`src/rtl/nn_pkg.sv`:
```
// Shared definitions for the neural-network datapath: address-generator state
// encoding, a width helper and the default layer dimensions used by the
// control unit, the address generator and the ALU.
package nn_pkg;

  typedef enum logic [1:0] {
    AG_IDLE = 2'd0,
    AG_RUN  = 2'd1,
    AG_DONE = 2'd2
  } ag_state_e;

  localparam int DEF_N_INPUTS  = 32'sd4;
  localparam int DEF_N_NEURONS = 32'sd3;

  // Bits needed to hold 0..value-1, never less than one bit.
  function automatic int clog2_min1(input int value);
    int bits;
    int one;
    bits = 32'sd0;
    one  = 32'sd1;
    for (int i = 32'sd0; i < 32'sd31; i++) begin
      if ((one << i) < value) begin
        bits = i + 32'sd1;
      end else begin
        bits = bits;
      end
    end
    return (bits < 32'sd1) ? 32'sd1 : bits;
  endfunction

endpackage

```
`src/rtl/nn_address_generator_if.sv`:
```
// Address bus between the address generator (master) and the MAC/ALU (slave).
// The generator presents an address with addr_valid; the ALU takes it when
// alu_ready is high in the same cycle.
interface nn_address_generator_if #(
  parameter int IN_W = 32'sd2,
  parameter int N_W  = 32'sd2,
  parameter int WA_W = 32'sd4
) ();

  logic            addr_valid;
  logic            alu_ready;
  logic [IN_W-1:0] in_addr;
  logic [WA_W-1:0] w_addr;
  logic [N_W-1:0]  neuron_idx;
  logic            first_term;
  logic            last_term;

  modport master (
    output addr_valid,
    output in_addr,
    output w_addr,
    output neuron_idx,
    output first_term,
    output last_term,
    input  alu_ready
  );

  modport slave (
    input  addr_valid,
    input  in_addr,
    input  w_addr,
    input  neuron_idx,
    input  first_term,
    input  last_term,
    output alu_ready
  );

endinterface

```
`src/rtl/nn_wrap_counter.sv`:
```
// Registered up-counter with enable, synchronous clear and wrap at MAX.
// tc flags that the current count equals MAX, so the next enabled step wraps.
module nn_wrap_counter #(
  parameter int               WIDTH = 32'sd2,
  parameter logic [WIDTH-1:0] MAX   = '1
) (
  input  logic             clk,
  input  logic             rst_n,
  input  logic             clr,
  input  logic             en,
  output logic [WIDTH-1:0] count,
  output logic             tc
);

  logic [WIDTH-1:0] count_q;
  logic [WIDTH-1:0] count_d;

  // Next count: clear has priority, then wrap-or-increment when enabled.
  always_comb begin
    count_d = count_q;
    if (clr) begin
      count_d = '0;
    end else if (en) begin
      if (count_q == MAX) begin
        count_d = '0;
      end else begin
        count_d = count_q + WIDTH'(1'b1);
      end
    end else begin
      count_d = count_q;
    end
  end

  // Count register with asynchronous reset.
  always_ff @(posedge clk or negedge rst_n) begin
    if (!rst_n) begin
      count_q <= '0;
    end else begin
      count_q <= count_d;
    end
  end

  assign count = count_q;
  assign tc    = (count_q == MAX);

endmodule

```
`src/rtl/nn_address_generator.sv`:
```
// Address generator for a fully-connected layer. Walks every input of every
// neuron, presenting the input-vector address and the matching weight address
// to the ALU under a valid/ready handshake, tagging the first and last term of
// each neuron and pulsing layer_done once the final address is taken.
module nn_address_generator
  import nn_pkg::*;
#(
  parameter int N_INPUTS  = DEF_N_INPUTS,
  parameter int N_NEURONS = DEF_N_NEURONS,
  parameter int IN_W      = clog2_min1(N_INPUTS),
  parameter int N_W       = clog2_min1(N_NEURONS),
  parameter int WA_W      = clog2_min1(N_INPUTS * N_NEURONS)
) (
  input  logic                  clk,
  input  logic                  reset,
  input  logic                  AG_rst,
  input  logic                  AG_read,
  nn_address_generator_if.master alu_if,
  output logic                  layer_done,
  output logic                  busy
);

  localparam logic [IN_W-1:0] IN_FIRST  = '0;
  localparam logic [IN_W-1:0] IN_LAST   = IN_W'(N_INPUTS - 32'sd1);
  localparam logic [IN_W-1:0] IN_PENULT = IN_W'(N_INPUTS - 32'sd2);
  localparam logic [N_W-1:0]  N_LAST    = N_W'(N_NEURONS - 32'sd1);

  ag_state_e       state_q;
  ag_state_e       state_d;

  logic            addr_valid_q;
  logic            addr_valid_d;
  logic            first_term_q;
  logic            first_term_d;
  logic            last_term_q;
  logic            last_term_d;
  logic            layer_done_q;
  logic            layer_done_d;
  logic            busy_q;
  logic            busy_d;
  logic [WA_W-1:0] w_addr_q;
  logic [WA_W-1:0] w_addr_d;

  logic [IN_W-1:0] in_addr_s;
  logic [N_W-1:0]  neuron_idx_s;
  logic            in_tc_s;
  logic            n_tc_s;
  logic            transfer_s;
  logic            neuron_en_s;
  logic            last_xfer_s;
  logic            in_first_nxt_s;
  logic            in_last_nxt_s;

  // A transfer only happens while an address is on offer, so it is implicitly
  // confined to RUN; AG_rst overrides it inside every consumer.
  assign transfer_s  = addr_valid_q & alu_if.alu_ready;
  assign neuron_en_s = transfer_s & in_tc_s;
  assign last_xfer_s = transfer_s & in_tc_s & n_tc_s;

  nn_wrap_counter #(
    .WIDTH (IN_W),
    .MAX   (IN_LAST)
  ) u_in_cnt (
    .clk   (clk),
    .rst_n (reset),
    .clr   (AG_rst),
    .en    (transfer_s),
    .count (in_addr_s),
    .tc    (in_tc_s)
  );

  nn_wrap_counter #(
    .WIDTH (N_W),
    .MAX   (N_LAST)
  ) u_neuron_cnt (
    .clk   (clk),
    .rst_n (reset),
    .clr   (AG_rst),
    .en    (neuron_en_s),
    .count (neuron_idx_s),
    .tc    (n_tc_s)
  );

  // Term flags for the address that will be held after this edge, so they
  // are registered in step with the counter they describe.
  assign in_first_nxt_s = AG_rst | (transfer_s ? in_tc_s : (in_addr_s == IN_FIRST));
  assign in_last_nxt_s  = ~AG_rst & (transfer_s ? (in_addr_s == IN_PENULT) : in_tc_s);

  // State register.
  always_ff @(posedge clk or negedge reset) begin
    if (!reset) begin
      state_q <= AG_IDLE;
    end else begin
      state_q <= state_d;
    end
  end

  // Next-state logic: AG_rst abandons any layer, DONE is sticky until cleared.
  always_comb begin
    state_d = state_q;
    if (AG_rst) begin
      state_d = AG_IDLE;
    end else begin
      case (state_q)
        AG_IDLE: begin
          if (AG_read) begin
            state_d = AG_RUN;
          end else begin
            state_d = AG_IDLE;
          end
        end
        AG_RUN: begin
          if (last_xfer_s) begin
            state_d = AG_DONE;
          end else begin
            state_d = AG_RUN;
          end
        end
        AG_DONE: begin
          state_d = AG_DONE;
        end
        default: begin
          state_d = AG_IDLE;
        end
      endcase
    end
  end

  // Output decode for the next cycle; everything visible is registered.
  always_comb begin
    addr_valid_d = 1'b0;
    busy_d       = 1'b0;
    layer_done_d = 1'b0;
    first_term_d = 1'b0;
    last_term_d  = 1'b0;
    if (state_d == AG_RUN) begin
      addr_valid_d = AG_read;
      busy_d       = 1'b1;
      first_term_d = in_first_nxt_s;
      last_term_d  = in_last_nxt_s;
    end else begin
      addr_valid_d = 1'b0;
      busy_d       = 1'b0;
      first_term_d = 1'b0;
      last_term_d  = 1'b0;
    end
    if ((state_q == AG_RUN) && (state_d == AG_DONE)) begin
      layer_done_d = 1'b1;
    end else begin
      layer_done_d = 1'b0;
    end
  end

  // Weight address runs as a plain incrementer alongside the two counters and
  // wraps to zero with them after the final term.
  always_comb begin
    w_addr_d = w_addr_q;
    if (AG_rst) begin
      w_addr_d = '0;
    end else if (transfer_s) begin
      if (last_xfer_s) begin
        w_addr_d = '0;
      end else begin
        w_addr_d = w_addr_q + WA_W'(1'b1);
      end
    end else begin
      w_addr_d = w_addr_q;
    end
  end

  // Output and weight-address registers.
  always_ff @(posedge clk or negedge reset) begin
    if (!reset) begin
      addr_valid_q <= 1'b0;
      busy_q       <= 1'b0;
      layer_done_q <= 1'b0;
      first_term_q <= 1'b0;
      last_term_q  <= 1'b0;
      w_addr_q     <= '0;
    end else begin
      addr_valid_q <= addr_valid_d;
      busy_q       <= busy_d;
      layer_done_q <= layer_done_d;
      first_term_q <= first_term_d;
      last_term_q  <= last_term_d;
      w_addr_q     <= w_addr_d;
    end
  end

  assign alu_if.addr_valid = addr_valid_q;
  assign alu_if.in_addr    = in_addr_s;
  assign alu_if.w_addr     = w_addr_q;
  assign alu_if.neuron_idx = neuron_idx_s;
  assign alu_if.first_term = first_term_q;
  assign alu_if.last_term  = last_term_q;
  assign layer_done        = layer_done_q;
  assign busy              = busy_q;

endmodule

```
`src/flat_wrapper.sv`:
```
// flat-port wrapper written by rule: the top's interface ports become plain ports
module nn_address_generator_flat import nn_pkg::*;
#(
  parameter int N_INPUTS  = DEF_N_INPUTS,
  parameter int N_NEURONS = DEF_N_NEURONS,
  parameter int IN_W      = clog2_min1(N_INPUTS),
  parameter int N_W       = clog2_min1(N_NEURONS),
  parameter int WA_W      = clog2_min1(N_INPUTS * N_NEURONS)
)
  (clk, reset, AG_rst, AG_read, layer_done, busy, alu_if_addr_valid, alu_if_in_addr, alu_if_w_addr, alu_if_neuron_idx, alu_if_first_term, alu_if_last_term, alu_if_alu_ready);
  nn_address_generator_if #(.IN_W(IN_W), .N_W(N_W), .WA_W(WA_W)) alu_if_i ();
  input  logic clk;
  input  logic reset;
  input  logic AG_rst;
  input  logic AG_read;
  output logic layer_done;
  output logic busy;
  output wire logic [$bits(alu_if_i.addr_valid)-1:0] alu_if_addr_valid;
  output wire logic [$bits(alu_if_i.in_addr)-1:0] alu_if_in_addr;
  output wire logic [$bits(alu_if_i.w_addr)-1:0] alu_if_w_addr;
  output wire logic [$bits(alu_if_i.neuron_idx)-1:0] alu_if_neuron_idx;
  output wire logic [$bits(alu_if_i.first_term)-1:0] alu_if_first_term;
  output wire logic [$bits(alu_if_i.last_term)-1:0] alu_if_last_term;
  input wire logic [$bits(alu_if_i.alu_ready)-1:0] alu_if_alu_ready;
  assign alu_if_addr_valid = alu_if_i.addr_valid;
  assign alu_if_in_addr = alu_if_i.in_addr;
  assign alu_if_w_addr = alu_if_i.w_addr;
  assign alu_if_neuron_idx = alu_if_i.neuron_idx;
  assign alu_if_first_term = alu_if_i.first_term;
  assign alu_if_last_term = alu_if_i.last_term;
  assign alu_if_i.alu_ready = alu_if_alu_ready;
  nn_address_generator #(.N_INPUTS(N_INPUTS), .N_NEURONS(N_NEURONS), .IN_W(IN_W), .N_W(N_W), .WA_W(WA_W)) u_core (.clk(clk), .reset(reset), .AG_rst(AG_rst), .AG_read(AG_read), .alu_if(alu_if_i), .layer_done(layer_done), .busy(busy));
endmodule
```
`config.mk`:
```
export PLATFORM = sky130hd
export DESIGN_NAME = nn_address_generator_flat
export DESIGN_NICKNAME = d
export VERILOG_FILES = /design/src/rtl/nn_pkg.sv /design/src/rtl/nn_address_generator_if.sv /design/src/rtl/nn_wrap_counter.sv /design/src/rtl/nn_address_generator.sv /design/src/flat_wrapper.sv
export SDC_FILE = /design/constraint.sdc
export NUM_CORES = 1
export LEC_CHECK = 0
export BUFFER_PORTS_ARGS = -buffer_cell sky130_fd_sc_hd__buf_2
export CAP_MARGIN = 20
export CORE_MARGIN = 4
export CORE_UTILIZATION = 52
export DETAILED_ROUTE_END_ITERATION = 16
export GPL_TIMING_DRIVEN = 0
export PLACE_DENSITY = 0.79
export SYNTH_ARGS = -nofsm -noshare
export SYNTH_HDL_FRONTEND = slang
export SYNTH_HIERARCHICAL = 1
export SYNTH_SLANG_ARGS = --single-unit
export TNS_END_PERCENT = 100
```
`constraint.sdc`:
```
create_clock -name clk -period 3.1 [get_ports clk]
set_clock_uncertainty 0.15 [all_clocks]
set_input_delay 0.155 -clock clk [delete_from_list [all_inputs] [get_ports clk]]
set_output_delay 0.155 -clock clk [all_outputs]
set_load 0.03 [all_outputs]
```
-- Word level (Yosys, flattened, before mapping)
Cells that the tools add are included.
- flip-flop bits (word level): 15
- bits in latches: 0
- bits in writable memories: 0
- bits in read-only memories: 0
- input bits: 5
- output and inout bits: 13
- logic and storage cells: 50
- memories kept: 0
- add/sub/neg operators: 3
- multiply operators: 0
- div/mod/pow operators: 0
- order comparisons: 0
- eq/ne operators: 7
- shift-type cells: 0
- muxes and demuxes: 20
- bitwise gates (word level): 6
- reduce and logical (&&, ||, !) cells: 5
- operators with widths (cell ; count):
    $mux 2 ; 8
    $mux 4 ; 3
    $eq 2x2->1 const B ; 5
    $mux 1 ; 8
    $pmux 2 s3 ; 1
    $add 2x1->2 const B ; 2
    $add 4x1->4 const B ; 1
    $and 1x1->1 ; 4
    $eq 2x1->1 const B ; 2
    $logic_not 2->1 ; 2
    $reduce_bool 2->1 ; 2
    $logic_and 1x1->1 ; 1
    $not 1->1 ; 1
    $or 1x1->1 ; 1

-- Depth between registers and ports, before layout
Gate-level depths: netlist of run 1.
- word-level depth: 9
- depth in mapped cells: 5
- depth with buffers taken out: 5

-- Cells and area by module
The synthesis of run 1 kept the hierarchy.
- by module, submodules not included (module ; instances ; cells an instance ; area each (µm²) ; seq. area each (µm²)):
    nn_address_generator ; 1 ; 45 ; 484.2 ; 275.3
    nn_wrap_counter (u_core.u_in_cnt) ; 1 ; 8 ; 100.1 ; 50.0
    nn_wrap_counter (u_core.u_neuron_cnt) ; 1 ; 9 ; 95.1 ; 50.0

-- Worst setup path before layout of run 1
Ideal clock, no wire load.
- path kind: reg-to-reg
- start: register u_core.u_in_cnt.count_q[0] (netlist: u_core/u_in_cnt/count[0])
- end: register u_core.u_neuron_cnt.count_q[0] (netlist: u_core/u_neuron_cnt/count[0])
- library setup time: 0.077 ns
- data arrival time: 1.516 ns
- required time: 2.873 ns
- slack: 1.356 ns
- cell stages (with the launch flop): 6
- path buffers: 0
- clock period less this slack: 1.744 ns
- path through: dfrtp_1 -> ha_1 -> nand3_1 -> inv_1 -> or3b_1 -> a21oi_1
- longest elaborated chain between the ends: 3
- ends and longest elaborated chain (what ; line ; source):
    from (decl) ; nn_wrap_counter.sv:15 ; logic [WIDTH-1:0] count_q;
    from (signal assigned) ; nn_wrap_counter.sv:39 ; count_q <= count_d;
    $eq 2x2->1 ; nn_wrap_counter.sv:44 ; assign tc = (count_q == MAX);
    net u_core.in_tc_s ; nn_address_generator.sv:46 ; logic in_tc_s;
    $and 1x1->1 ; nn_address_generator.sv:57 ; assign neuron_en_s = transfer_s & in_tc_s;
    net u_core.neuron_en_s ; nn_address_generator.sv:49 ; logic neuron_en_s;
    $reduce_bool 2->1 (no line) ; - ;
    to (signal assigned) ; nn_wrap_counter.sv:39 ;
    to (decl) ; nn_wrap_counter.sv:15 ;
The timed path passes the listed nets, and every way through them passes these cells.
A chain may end at the register's enable or synchronous reset.

-- Worst setup path after layout of run 1
Ends and elaborated chain as after synthesis.

==> results of run 1 <==
-- per-layer routing --
layer	share of wire [%]	vias to the layer above	track usage [%]
li1	-	272	-
met1	51	259	22.1
met2	43	13	22.7
met3	5.8	0	3.66
met4	0	0	3.61
met5	0	-	0
-- layout make-up --
type | instances | area [sq um]
repair buffers | 19 | 105
multi-input cells | 45 | 297
inverters | 2 | 7.51
clock inverters | 1 | 5.00
well taps | 14 | 17.5
fillers | 97 | 342
flip-flops and latches | 15 | 375
clock buffers | 3 | 22.5
-- worst paths after layout --
path	startpoint	endpoint	slack, ps	cells past startpoint
max in group asynchronous	reset	u_core/alu_if.w_addr[3]	2400	2
setup / recovery	u_core/u_in_cnt/count[0]	u_core/u_neuron_cnt/count[0]	1390	5
min in group asynchronous	reset	u_core/alu_if.last_term	140	2
setup reg to reg	u_core/u_in_cnt/count[0]	u_core/u_neuron_cnt/count[0]	1390	5
hold / removal	AG_rst	u_core/u_in_cnt/count[0]	30	2
hold reg to reg	u_core/state_q[1]	u_core/layer_done	330	1
-- logic make-up after synthesis --
kind of cell	synth area share [%]
simple gates	26.9
flops	55.2
compound gates	11.6
buf+inv	1.11
fa+ha+maj	3.68
mux	1.47
-- state kept, by name, indices dropped and copies added (netlist names) --
signal,count
u_core/alu_if.w_addr,4
u_core/state_q,2
u_core/u_in_cnt/count,2
u_core/u_neuron_cnt/count,2
u_core/alu_if.addr_valid,1
u_core/alu_if.first_term,1
u_core/alu_if.last_term,1
u_core/busy,1
u_core/layer_done,1
-- critical path: stages (launching register included) --
cell and delay (ps):
dfrtp_1 430, ha_1 230, nand3_1 160, inv_1 170, or3b_1 370, a21oi_1 140
-- metrics by stage --
step / hold WS [ps] / util [%] / power [mW]
3_3_place_gp: -75.9 / 66.8 / 0.254
5_1_grt: 36.2 / 70.8 / 0.383
4_1_cts: 22.0 / 70.8 / 0.366
6_report: 31.0 / 70.8 / 0.362
3_5_place_dp: -73.9 / 66.8 / 0.255
2_1_floorplan: -291 / - / 0.237
-- power groups by stage --
stage | logic (mW) | clock network [mW] | registers, mW
after floorplan | 0.0130 | 0 | 0.224
after global placement | 0.0423 | 0 | 0.212
after detailed placement | 0.0429 | 0 | 0.212
after CTS | 0.0449 | 0.113 | 0.208
after global routing | 0.0485 | 0.125 | 0.209
final | 0.0444 | 0.110 | 0.208
-- layout by cell type (no fill, tap or decap) --
cell           count
a21boi_0           1
a21oi_1            4
a21oi_2            1
a31oi_1            2
and2_1             1
buf_2             17
clkbuf_4           3
clkinv_2           1
dfrtp_1           15
dlygate4sd3_1      2
ha_1               2
inv_1              2
mux2i_1            1
nand2_1            7
nand2_2            1
nand2b_1           3
nand3_1            4
nand3b_1           4
nand4b_1           1
nor2_1             2
nor2b_1            1
nor3_1             1
nor3b_1            1
nor4_1             1
o21a_1             1
o221a_2            2
or2_2              1
or3b_1             2
or4b_1             1
-- timing repair --
action / 4_1_cts / 5_1_grt
hold buffers: 2 / 0
setup endpoints to repair: 0 / 0
hold endpoints to repair: 16 / 0
==> impl_metrics.json, run 1 <==
{
  "std_cell_rows": 12,
  "gr-total-overflow": 0,
  "placedCellCount": 93,
  "viasPerCell": 5.49,
  "critPathCaptureType": "flop",
  "post-cts-setup-buffers": 0,
  "relSlewSlack_pct": 77.1,
  "final-instance-count-excl-fill": 99,
  "root_buffer": "clkbuf_4",
  "worstSkewPairLatency_ps": 280,
  "diodes": 0,
  "cts_made_buffers": 3,
  "cts_tree": "yes",
  "final_layout_size_suffix_gt1_share_pct": 30.6,
  "dpl_cell_area_sq_um": 782,
  "synth-main-ff-cell": "dfrtp_1",
  "wl_per_cell_um": 12.9,
  "fin_nets": 93,
  "chipWidth_um": 44.1,
  "slew_viol_final": 0,
  "clk_path_buf_depth": 2,
  "io_buffers": 17,
  "critPathLaunchType": "flop",
  "netlist_instances": 62,
  "hold_path_class": "in2reg",
  "post-route-min-period_ps": 1710,
  "clock.fmax_ghz": 0.586,
  "core_sq_mm": 0.00117,
  "vias": 544,
  "finalHoldViolCount": 0,
  "tightest_slew_ps": 341,
  "p_per_area_mw_per_mm2": 437,
  "setup_tns_ps": 0,
  "grt_pass1_vias": 503,
  "p_comb_share_pct": 12.2,
  "synth_top_area_cell": "dfrtp_1",
  "synth_cell_types": 25,
  "ys_warn_count": 6,
  "synth_edf_count": 0,
  "clk_pin_slew_ps": 100,
  "yosys-top-cells-count": "dfrtp_1, nand2_1, a21oi_1, nand3_1, nand3b_1",
  "initial_core_util_pct": 58.0,
  "power_frac_seq_pct": 57.4,
  "grt_max_degree": 16,
  "cts.repair.resized": 0,
  "critical_path_class": "reg2reg",
  "dieArea_sq_mm": 0.00195,
  "syn_nets": 69,
  "finalWorstSetupSlack_ps": 1390,
  "yosys_register_bits": 15,
  "antenna_found_initial": 0,
  "place_ws_ps": 1400,
  "leakage_nw": 0.416,
  "synth_most_common_cell": "dfrtp_1",
  "cap_violations": 0,
  "finalSetupViolations": 0,
  "drc_errors": 0,
  "ir_worst_vdd_uv": 280,
  "wl_mm": 1.28,
  "dr.first_iter.drc_count": 9,
  "ctsHtreeMaxLevel": 1,
  "crit_required_ps": 3170,
  "netlist_area_sq_um": 679,
  "p_int_mw": 0.266,
  "power.share.clock_pct": 30.3,
  "status": "finished, final reports clean",
  "grt_pass1_wl_mm": 2.20,
  "cts.sinks": 15,
  "synth_area_leaders": "dfrtp_1, nand3b_1, nand2_1, ha_1, o221a_2",
  "avgSynthCellArea_sq_um": 11.0,
  "yosysSeqAreaShare_pct": 55.2,
  "finalCritPeriodShare_pct": 55.0,
  "hpwl_um": 936,
  "drtPass1Iterations": 2,
  "rsz0062_at_grt": "no",
  "die_h_um": 44.1,
  "grt_usage_pct": 15.2,
  "synth_top_area_share_pct": 55.2,
  "switching_share_pct": 26.6,
  "cp_max_fo": 6,
  "p_switching_mw": 0.0966,
  "area_delta_synth_final_pct": 22.1,
  "routabilityCongestion": 0.767,
  "ios": 18,
  "critPathArrivalTime_ps": 1770,
  "ant_nets": 0,
  "stdcell_area_sq_um": 830,
  "synth-async-reset-ratio_pct": 100
}
(Power assumes the default switching activity.)
==> run 2: changes to the inputs <==
CORE_UTILIZATION = 49   (was 52)
PLACE_DENSITY = 0.75   (was 0.79)
clock period = 1.69 ns   (was 3.1 ns; I/O delays follow)
==> impl_metrics.json, run 2 (synthesized netlist as in run 1, its figures left out) <==
{
  "status": "finished, final reports clean",
  "p_per_area_mw_per_mm2": 766,
  "critPathArrivalTime_ps": 1650,
  "clk_pin_slew_ps": 90,
  "cap_violations": 0,
  "met1_usage_pct": 20.5,
  "viasPerCell": 5.81,
  "fin_nets": 96,
  "clk_path_buf_depth": 2,
  "finalSetupViolations": 0,
  "routabilityCongestion": 0.732,
  "finalCritPeriodShare_pct": 94.7,
  "std_cell_rows": 13,
  "place_ws_ps": 31.8,
  "cts_made_buffers": 3,
  "ios": 18,
  "chipWidth_um": 45.2,
  "layout_commonest_cell": "buf_2",
  "clock.fmax_ghz": 0.625,
  "io_buffers": 17,
  "final-instance-count-excl-fill": 103,
  "largest_reg_flops": 4,
  "critical_path_class": "reg2reg",
  "antenna_found_initial": 0,
  "dr.first_iter.drc_count": 17,
  "area_delta_synth_final_pct": 28.2,
  "placedCellCount": 94,
  "power.total_mw": 0.667,
  "reg2regPathDepth": 5,
  "cts.sinks": 15,
  "grt_usage_pct": 16.1,
  "critPathLaunchType": "flop",
  "hold_path_class": "in2async",
  "worstSkewPairLatency_ps": 270,
  "core_sq_mm": 0.00130,
  "cts_tree": "yes",
  "crit_required_ps": 1740,
  "diodes": 0,
  "post-route-min-period_ps": 1600,
  "cp_max_fo": 5,
  "ant_nets": 0,
  "drc_errors": 0,
  "leakage_nw": 0.422,
  "tightest_slew_ps": 348,
  "setup_tns_ps": 0,
  "busiest_layer": "met2",
  "drtPass1Iterations": 4,
  "grt_pass1_wl_mm": 2.32,
  "final_layout_size_suffix_gt1_share_pct": 37.5,
  "initial_core_util_pct": 52.2,
  "critPathCaptureType": "flop",
  "use_met3_pct": 3.59,
  "ctsHtreeMaxLevel": 1,
  "gr-total-overflow": 0,
  "grt_max_degree": 16,
  "fillers": 100,
  "wl_mm": 1.39,
  "relSlewSlack_pct": 76.6,
  "finalHoldViolCount": 0,
  "wl_per_cell_um": 13.5,
  "grt_use_met2_pct": 24.3,
  "slew_viol_final": 0,
  "dieArea_sq_mm": 0.00205,
  "grt_pass1_vias": 507,
  "die_h_um": 45.2,
  "mostFrequentLayoutCells": "buf_2, dfrtp_1, nand2_1",
  "ir_worst_vdd_uv": 541,
  "root_buffer": "clkbuf_4",
  "finalWorstSetupSlack_ps": 89.1,
  "hpwl_um": 937,
  "vias": 598
}
==> run 2: where the power goes <==
part / internal (mW) / switching (mW) / leakage, nW
combinational: 0.0331 / 0.0542 / 0.204
sequential: 0.372 / 0.0108 / 0.200
clock: 0.0876 / 0.110 / 0.0177
==> run 2: worst max-delay path: stages (launching register included) <==
cell and delay, ps:
dfrtp_2 410, ha_2 240, nand3_2 130, inv_2 110
or3b_1 340, a21oi_1 150
==> run 2: area by class of cell <==
class | count | area [sq um] | share of cell area (%)
Sequential cell | 15 | 378 | 43.4
Multi-Input combinational cell | 45 | 307 | 35.2
Timing Repair Buffer | 22 | 133 | 15.2
Clock inverter | 1 | 5.00 | 0.575
Clock buffer | 3 | 22.5 | 2.59
Inverter | 2 | 7.51 | 0.862
Tap cell | 15 | 18.8 | 2.16
==> run 2: path summary, 6_finish.rpt <==
kind | startpoint | endpoint | slack [ps]
max reg2reg | u_core/u_in_cnt/count[1] | u_core/u_neuron_cnt/count[0] | 90
min reg2reg | u_core/state_q[1] | u_core/layer_done | 340
min | reset | u_core/alu_if.w_addr[2] | 80
max in group asynchronous | reset | u_core/u_in_cnt/count[1] | 1040
max | u_core/u_in_cnt/count[1] | u_core/u_neuron_cnt/count[0] | 90
min in group clk | u_core/state_q[1] | u_core/layer_done | 340
==> run 2: routing by layer <==
| layer | share of wire, % | vias to the layer above |
|---|---|---|
| li1 | - | 276 |
| met1 | 45 | 304 |
| met2 | 48 | 16 |
| met3 | 5.5 | 2 |
| met4 | 1.7 | 0 |
| met5 | 0 | - |
==> run 2: through the flow <==
step / area [sq um] / hold slack [ps] / utilization, %
6_report: 871 / 83.0 / 66.9
3_3_place_gp: 786 / -148 / 60.4
2_1_floorplan: 682 / -361 / -
5_1_grt: 871 / 105 / 66.9
4_1_cts: 843 / 10.2 / 64.8
3_5_place_dp: 786 / -147 / 60.4
==> run 2: repair_timing <==
action	in CTS	in global routing
setup endpoints to repair	0	2
setup buffers	0	1
resized for setup	0	4
hold buffers	3	1
hold endpoints to repair	25	1
==> run 3: changes to the inputs <==
clock period = 1.6 ns   (was 1.69 ns; I/O delays follow)
==> impl_metrics.json, run 3 (synthesized netlist as in run 1, its figures left out) <==
{
  "initial_core_util_pct": 52.2,
  "path_cells": "ha_4 > nand3_2 > inv_2 > or3b_1 > a21oi_1",
  "critPathCaptureType": "flop",
  "ios": 18,
  "chipWidth_um": 45.2,
  "fin_util_pct": 68.3,
  "fillers": 112,
  "diodes": 0,
  "seq_area_sq_um": 378,
  "antenna_found_initial": 0,
  "critPathArrivalTime_ps": 1590,
  "std_cell_rows": 13,
  "cts_made_buffers": 3,
  "grt_pass1_wl_mm": 2.46,
  "viasPerCell": 5.55,
  "largest_reg_flops": 4,
  "routabilityCongestion": 0.688,
  "grt_usage_pct": 17.6,
  "critPathLaunchType": "flop",
  "cap_violations": 0,
  "io_buffers": 17,
  "wl_mm": 1.50,
  "root_buffer": "clkbuf_4",
  "finalHoldViolCount": 0,
  "vias": 577,
  "slew_viol_final": 0,
  "gr-total-overflow": 0,
  "layout_commonest_cell": "buf_2",
  "clk_path_buf_depth": 2,
  "cp_max_fo": 5,
  "post-route-min-period_ps": 1530,
  "finalCritPeriodShare_pct": 95.5,
  "p_comb_share_pct": 13.2,
  "switching_share_pct": 27.3,
  "worstSkewPairLatency_ps": 280,
  "dieArea_sq_mm": 0.00205,
  "wl_per_cell_um": 14.4,
  "status": "finished, final reports clean",
  "ctsHtreeMaxLevel": 1,
  "fin_hold_ws_ps": 68.7,
  "clock.fmax_ghz": 0.655,
  "hpwl_mm": 1.00,
  "cts.sinks": 15,
  "grt_max_degree": 16,
  "p_switching_mw": 0.196,
  "critical_path_class": "reg2reg",
  "drc_errors": 0,
  "cts_tree": "yes",
  "fin_nets": 97,
  "die_h_um": 45.2,
  "area_delta_synth_final_pct": 30.8,
  "cp_slowest_cell": "dfrtp_2",
  "grt_pass1_vias": 537,
  "ir_worst_vdd_uv": 623,
  "worstReg2RegStart": "u_core/u_in_cnt/count[0]",
  "tightest_slew_ps": 334,
  "p_int_mw": 0.521,
  "finalSetupViolations": 0,
  "power.share.clock_pct": 30.4,
  "core_sq_mm": 0.00130,
  "dr.first_iter.drc_count": 22,
  "cpPeakStageDelay_ps": 400,
  "drtPass1Iterations": 5,
  "multiInputGateArea_sq_um": 317,
  "mostFrequentLayoutCells": "buf_2, dfrtp_1, nand2_1",
  "power_frac_seq_pct": 56.5,
  "relSlewSlack_pct": 77.6,
  "final_layout_size_suffix_gt1_share_pct": 38.2,
  "ant_nets": 0,
  "clk_pin_slew_ps": 90,
  "crit_required_ps": 1660,
  "crit_start": "u_core/u_in_cnt/count[0]",
  "hold_path_class": "in2async",
  "leakage_nw": 0.428,
  "p_per_area_mw_per_mm2": 806
}
run 3: changes by cell type in the layout (fill, tap and decap cells not counted), sizes merged:
cell / change
buf: +1
run 3: stage by stage:
| stage | setup TNS (ps) | cells | worst slack (ps) | instance area (sq um) | power (mW) |
|---|---|---|---|---|---|
| 3_3_place_gp | 0 | 94 | 58.0 | 801 | 0.494 |
| 2_1_floorplan | 0 | 62 | 10.6 | 697 | 0.460 |
| 4_1_cts | 0 | 103 | 23.6 | 873 | 0.720 |
| 6_report | 0 | 104 | 72.1 | 888 | 0.716 |
| 3_5_place_dp | -3.29 | 94 | -3.29 | 801 | 0.497 |
| 5_1_grt | -0.0756 | 104 | -0.0756 | 888 | 0.754 |
run 3: layout make-up:
cell class,instances,share of cell area [%]
Multi-Input combinational cell,45,35.6
Tap cell,15,2.11
Sequential cell,15,42.5
Timing Repair Buffer,23,15.8
Inverter,2,0.845
Clock buffer,3,2.54
Clock inverter,1,0.563
run 3: metal layers:
layer | track usage [%] | wire length [um] | up-vias
met5 | 0 | 0 | -
met4 | 10.5 | 26 | 0
met3 | 4.78 | 93 | 4
met2 | 29.7 | 716 | 21
met1 | 19.6 | 662 | 273
li1 | - | - | 279
run 3: final timing paths:
check,endpoint,cells after the start,slack [ps]
max,u_core/u_neuron_cnt/count[0],5,70
min,u_core/u_neuron_cnt/count[1],2,70
max reg2reg,u_core/u_neuron_cnt/count[0],5,70
min reg2reg,u_core/layer_done,1,330
max in group asynchronous,u_core/u_in_cnt/count[1],2,970
min in group clk,u_core/layer_done,1,330
run 3: power by group through the flow:
stage / combinational, mW / clock, mW / sequential (mW)
2_1_floorplan: 0.0253 / 0 / 0.435
3_3_place_gp: 0.0824 / 0 / 0.411
3_5_place_dp: 0.0841 / 0 / 0.413
4_1_cts: 0.0929 / 0.223 / 0.404
5_1_grt: 0.104 / 0.244 / 0.407
6_report: 0.0945 / 0.217 / 0.404
run 3: what timing repair did:
action / 4_1_cts / 5_1_grt
pin swaps: 0 / 0
hold buffers: 3 / 1
endpoints found under the setup margin: 1 / 1
resized for setup: 0 / 1
hold endpoints to repair: 26 / 1
buffers inserted: 2 / 0
run 3: critical path, delay by kind of cell (launching register included):
kind / cells / cell delay (ps)
DFF: 1 / 400
adders and majority gates: 1 / 160
buffers and inverters: 1 / 100
and+or+nand+nor: 2 / 470
AOI/OAI and AO/OA: 1 / 170
